--- src/rtl/systolic_pkg.sv ---
// Shared types and defaults for the output-stationary systolic array
// controller and the array top.
package systolic_pkg;

  typedef enum logic [2:0] {
    IDLE,
    CLEAR,
    FEED,
    FLUSH,
    DRAIN,
    DONE
  } state_t;

  localparam int DEF_N        = 4;
  localparam int DEF_K_MAX    = 64;
  localparam int DEF_PIPE_LAT = 4;

  // Operands need 2(N-1) hops to reach the far corner PE, then PIPE_LAT to settle.
  function automatic int flush_cycles(input int n, input int pipe_lat);
    return 2 * (n - 1) + pipe_lat;
  endfunction

endpackage

--- src/rtl/skew_gen.sv ---
// Per-lane operand skew: lane LANE reads element t-LANE while
// LANE <= t < LANE+k_len during FEED, otherwise idles at address 0.
module skew_gen #(
  parameter int T_W    = 7,
  parameter int KL_W   = 7,
  parameter int ADDR_W = 6,
  parameter int LANE   = 0
) (
  input  logic              feed,
  input  logic [T_W-1:0]    t,
  input  logic [KL_W-1:0]   k_len,
  output logic              en,
  output logic [ADDR_W-1:0] addr
);

  localparam int EW = ((T_W > KL_W) ? T_W : KL_W) + 1;

  logic [EW-1:0] t_w;
  logic [EW-1:0] lo;
  logic [EW-1:0] hi;

  always_comb begin
    t_w  = EW'(t);
    lo   = EW'(LANE);
    hi   = EW'(LANE) + EW'(k_len);
    en   = feed && (t_w >= lo) && (t_w < hi);
    addr = en ? ADDR_W'(t_w - lo) : '0;
  end

endmodule

--- src/rtl/systolic_ctrl.sv ---
// Job sequencer for an NxN output-stationary systolic array: clear, skewed
// operand feed, pipeline flush, row drain over valid/ready, done pulse.
module systolic_ctrl
  import systolic_pkg::*;
#(
  parameter int N        = DEF_N,
  parameter int K_MAX    = DEF_K_MAX,
  parameter int PIPE_LAT = DEF_PIPE_LAT,
  parameter int ADDR_W   = $clog2(K_MAX),
  parameter int KL_W     = $clog2(K_MAX + 1)
) (
  input  logic                  clk,
  input  logic                  rst,
  input  logic                  start,
  input  logic [KL_W-1:0]       k_len,
  output logic                  busy,
  output logic                  done,
  output logic                  pe_acc_clr,
  output logic [N-1:0]          a_rd_en,
  output logic [N*ADDR_W-1:0]   a_rd_addr,
  output logic [N-1:0]          b_rd_en,
  output logic [N*ADDR_W-1:0]   b_rd_addr,
  output logic                  res_valid,
  input  logic                  res_ready,
  output logic [$clog2(N)-1:0]  res_row,
  output logic                  res_last
);

  localparam int T_W       = $clog2(K_MAX + N - 1);
  localparam int CW        = T_W + KL_W;
  localparam int FLUSH_CYC = flush_cycles(N, PIPE_LAT);
  localparam int FL_W      = $clog2(FLUSH_CYC + 1);
  localparam int RW        = $clog2(N);

  state_t          state;
  state_t          state_nx;
  logic [KL_W-1:0] k_lat;
  logic [KL_W-1:0] k_clamped;
  logic [T_W-1:0]  t_cnt;
  logic [FL_W-1:0] flush_cnt;
  logic [RW-1:0]   row_cnt;
  logic            feed;
  logic            feed_last;
  logic            flush_last;
  logic            drain_last;

  assign k_clamped  = (k_len > KL_W'(K_MAX)) ? KL_W'(K_MAX) : k_len;
  assign feed_last  = (CW'(t_cnt) == CW'(k_lat) + CW'(N - 2));
  assign flush_last = (flush_cnt == FL_W'(FLUSH_CYC - 1));
  assign drain_last = res_ready && (row_cnt == RW'(N - 1));

  always_ff @(posedge clk) begin
    if (rst) state <= IDLE;
    else     state <= state_nx;
  end

  always_comb begin
    state_nx = state;
    case (state)
      IDLE:    if (start) state_nx = (k_len == '0) ? DONE : CLEAR;
      CLEAR:   state_nx = FEED;
      FEED:    if (feed_last) state_nx = FLUSH;
      FLUSH:   if (flush_last) state_nx = DRAIN;
      DRAIN:   if (drain_last) state_nx = DONE;
      DONE:    state_nx = IDLE;
      default: state_nx = IDLE;
    endcase
  end

  // Counters sit at zero outside their own phase so each phase starts clean.
  always_ff @(posedge clk) begin
    if (rst) begin
      k_lat     <= '0;
      t_cnt     <= '0;
      flush_cnt <= '0;
      row_cnt   <= '0;
    end else begin
      if (state == IDLE && start) k_lat <= k_clamped;
      t_cnt     <= (state == FEED && !feed_last) ? t_cnt + 1'b1 : '0;
      flush_cnt <= (state == FLUSH && !flush_last) ? flush_cnt + 1'b1 : '0;
      if (state == DRAIN) begin
        if (res_ready) row_cnt <= drain_last ? '0 : row_cnt + 1'b1;
      end else begin
        row_cnt <= '0;
      end
    end
  end

  always_comb begin
    busy       = (state != IDLE);
    done       = (state == DONE);
    pe_acc_clr = (state == CLEAR);
    feed       = (state == FEED);
    res_valid  = (state == DRAIN);
    res_row    = (state == DRAIN) ? row_cnt : '0;
    res_last   = (state == DRAIN) && (row_cnt == RW'(N - 1));
  end

  // Row and column skews are identical, so A and B lanes share one generator type.
  for (genvar i = 0; i < N; i++) begin : g_lane
    skew_gen #(
      .T_W(T_W), .KL_W(KL_W), .ADDR_W(ADDR_W), .LANE(i)
    ) u_a_skew (
      .feed(feed), .t(t_cnt), .k_len(k_lat),
      .en(a_rd_en[i]), .addr(a_rd_addr[i*ADDR_W +: ADDR_W])
    );
    skew_gen #(
      .T_W(T_W), .KL_W(KL_W), .ADDR_W(ADDR_W), .LANE(i)
    ) u_b_skew (
      .feed(feed), .t(t_cnt), .k_len(k_lat),
      .en(b_rd_en[i]), .addr(b_rd_addr[i*ADDR_W +: ADDR_W])
    );
  end

endmodule

--- config.mk ---
export PLATFORM = sky130hd
export DESIGN_NAME = systolic_ctrl
export DESIGN_NICKNAME = d
export VERILOG_FILES = /design/src/rtl/systolic_pkg.sv /design/src/rtl/skew_gen.sv /design/src/rtl/systolic_ctrl.sv
export SDC_FILE = /design/constraint.sdc
export NUM_CORES = 1
export LEC_CHECK = 0
export CAP_MARGIN = 20
export CORE_MARGIN = 2
export CORE_UTILIZATION = 49
export DETAILED_ROUTE_END_ITERATION = 16
export PLACE_DENSITY_LB_ADDON = 0.15
export SETUP_SLACK_MARGIN = 0.4
export SLEW_MARGIN = 20
export SYNTH_ARGS = -nofsm -noshare
export SYNTH_HDL_FRONTEND = slang
export SYNTH_SLANG_ARGS = --single-unit
--- constraint.sdc ---
create_clock -name clk -period 3.1 [get_ports clk]
set_input_delay 0.62 -clock clk [delete_from_list [all_inputs] [get_ports clk]]
set_output_delay 0.62 -clock clk [all_outputs]
set_load 0.01 [all_outputs]
==> results.cfg, run 1 <==
[floorplanning]
fp.dieArea_mm2 = 0.00589
coreArea_mm2 = 0.00511
die_y_um = 76.8
fp.dieW_um = 76.8
initial_core_util_pct = 50.8
std_cell_rows = 26
ioPinCount = 74

[drt]
vias = 2480
remaining_drc_errors = 0
via_per_inst = 5.20
wl_per_cell_um = 15.4
drt_iter0_drc = 96
ant_nets = 0
dr.pass1.iters = 4
routed_wl_mm = 7.35

[critical_path]
crit_required_ns = 2.48
endpoint_kind = primary output
worstSetupPathType = reg -> out
startpoint_type = flop
crit_arrival_ns = 2.48
crit_fanout = 5

[grt]
use_met3_pct = 2.47
grt_pass1_vias = 2401
grt_start_max_net_pins = 16
antenna_found_initial = 0
grtUsageMet1_pct = 29.3
grt_pass1_wl_mm = 11.3
grtUsageMet2_pct = 40.9
grt_overflow_total = 0
grt-busiest-layer = met2
grt_usage_pct = 23.0

[cts]
cts_tree = done
clkLatencyLatePin_ns = 0.26
postCtsHoldBufs = 0
cts_sinks = 23
clkSlewWorstSetupHoldPaths_ns = 0.08
htreeDepth = 1
clockBufferDepth = 2
cts_buffers = 3
clockRootBuffer = clkbuf_8

[sta]
max_freq_mhz = 323
setup_viol = 0
hold_slack_ns = 0.473
fin_crit_sh_pct = 99.9
hold_viol_final = 0
min_period_ns = 3.10
finClkSkew_ns = 0.00352
rsz0062_at_grt = true
worst_slew_margin_rel_pct = 65.1
tightest_slew_ns = 0.521
fin_ws_ns = 0.00266
drv_slew = 0

[run]
drv_cap = 0

[power_and_ir_drop]
p_leak_uw = 0.00169
ir_drop_mv = 0.346
power_density_mw_per_mm2 = 342

[final_layout]
fin_nets = 460
drive_gt1_share_pct = 45.2
antenna_cells = 0
area_delta_synth_final_pct = 53.7
layoutNonFillerInstCount = 477

[yosys]
ys_ff_latch = 23
syn_area_per_cell_um2 = 7.84
seq_area_frac_synth_pct = 17.7
yosysWarningCount = 0
synthesis.nets = 383
syn_inst = 331
netlist_area_mm2 = 0.00259
synth_cell_types = 47

[placed_design]
io_buffer_count = 73
dp.cells = 450
hpwl_mm = 4.86
gp_routability_congestion = 0.911
place_ws_ns = -0.128

[hold_path]
min_path_type = reg -> reg

[status]
outcome = finished, final reports clean
power breakdown:
| part | switching (uW) | internal, uW |
|---|---|---|
| sequential | 52.0 | 327 |
| combinational | 419 | 388 |
| clock | 88.5 | 89.4 |
what timing repair did:
action / in CTS / in global routing
hold endpoints to repair: 0 / 0
pin swaps: 24 / 18
setup buffers: 18 / 5
endpoints found under the setup margin: 56 / 56
gates resized for setup: 300 / 63
layout make-up:
| type | instances | area, um2 |
|---|---|---|
| Tap cell | 70 | 87.6 |
| Multi-Input combinational cell | 244 | 2120 |
| Timing Repair Buffer | 118 | 1170 |
| Clock inverter | 1 | 5.00 |
| Sequential cell | 23 | 482 |
| Inverter | 18 | 75.1 |
| Clock buffer | 3 | 41.3 |
| Fill cell | 358 | 1120 |
cell usage after synthesis (all sizes together):
library cell,count,area (um2)
a211oi,2,20.0
a21o,2,15.0
a21oi,20,100
a221o,1,10.0
a31o,2,26.3
a31oi,2,12.5
and3,4,30.0
buf,41,303
clkbuf,5,20.0
dfxtp,23,460
ha,41,513
inv,18,67.6
mux2i,2,20.0
nand2,24,90.1
nand2b,1,6.26
nand3,13,77.6
nand3b,2,27.5
nand4,2,12.5
nor2,50,208
nor2b,5,33.8
nor3,8,40.0
nor3b,11,87.6
nor4,2,12.5
nor4b,1,8.76
o211ai,3,27.5
o21a,2,15.0
o21ai,7,35.0
o21bai,2,15.0
o221ai,1,8.76
or2,2,12.5
or4,1,7.51
xnor2,22,193
xor2,9,78.8
layout by cell type, fill, tap and decap left out, types with 3 or more instances in the layout:
| master | n |
|---|---|
| dfxtp_4 | 4 |
| nand3_4 | 3 |
| dfxtp_2 | 5 |
| buf_4 | 26 |
| inv_1 | 13 |
| xnor2_1 | 20 |
| ha_4 | 4 |
| buf_2 | 9 |
| and3_1 | 3 |
| clkbuf_8 | 3 |
| nand3_1 | 7 |
| dfxtp_1 | 14 |
| a21oi_1 | 15 |
| nor3b_1 | 9 |
| nor2_4 | 22 |
| a21oi_4 | 3 |
| nor2_2 | 8 |
| o21ai_0 | 4 |
| inv_4 | 3 |
| ha_1 | 35 |
| nor3_1 | 7 |
| xor2_1 | 9 |
| nand3_2 | 3 |
| nor2_1 | 20 |
| nand2_1 | 24 |
| buf_6 | 63 |
| clkdlybuf4s50_1 | 17 |
critical path: stages, from the launching register on:
cell	delay, ns
dfxtp_4	0.42
buf_6	0.13
nand3_4	0.06
xnor2_2	0.14
ha_1	0.31
a21o_1	0.20
a21oi_2	0.14
o21ai_2	0.08
a31o_4	0.25
buf_8	0.14
buf_6	0.12
nor2_4	0.11
buf_6	0.12
sequential cells by signal (all words and copies together) (netlist names):
register,flops
row_cnt,2
k_lat,7
t_cnt,7
flush_cnt,4
state,3
kinds of logic after synthesis:
| group | Yosys count | share of synthesized area [%] |
|---|---|---|
| adder cells (fa/ha/maj) | 41 | 19.8 |
| AND/OR/NAND/NOR | 126 | 25.2 |
| buffers and inverters | 64 | 15.0 |
| AO/OA/AOI/OAI | 44 | 11.0 |
| flip-flops | 23 | 17.7 |
| XOR/XNOR | 31 | 10.5 |
| multiplexers | 2 | 0.771 |
stage by stage:
step / util, % / power (uW) / cell area (um2) / TNS, ns
finish: 78.1 / 1360 / 3990 / 0
global route: 78.1 / 1450 / 3990 / -2.03
CTS: 71.3 / 1270 / 3640 / 0
detailed placement: 66.0 / 959 / 3370 / -1.83
global placement: 66.0 / 946 / 3370 / -0.703
floorplan: - / 783 / 2710 / 0
per-layer routing:
layer | routed length (um) | vias up | part of all wire [%]
met5 | 0 | - | 0
met4 | 177 | 0 | 2.4
met3 | 272 | 14 | 3.7
met2 | 3780 | 79 | 51
met1 | 3110 | 1150 | 42
li1 | - | 1237 | -
path summary, 6_finish.rpt:
check / cells past startpoint / from / to / slack (ns)
max reg2reg: 9 / k_lat[2] / t_cnt[4] / 0.61
max: 12 / k_lat[1] / b_rd_addr[15] / 0.003
min reg2reg: 1 / flush_cnt[0] / flush_cnt[0] / 0.47
min: 1 / flush_cnt[0] / flush_cnt[0] / 0.47
Power figures use the tool's default switching activity.
==> run 2: changes to the inputs <==
Settings changed: SLEW_MARGIN 20 to unset.
==> results of run 2 <==
The final DEF is identical to that of run 1; final timing and power are the same.
==> run 3: changes to the inputs <==
Settings changed: CTS_CLUSTER_SIZE set to 12.
==> results of run 3 <==
The final DEF is identical to that of run 1; final timing and power are the same.
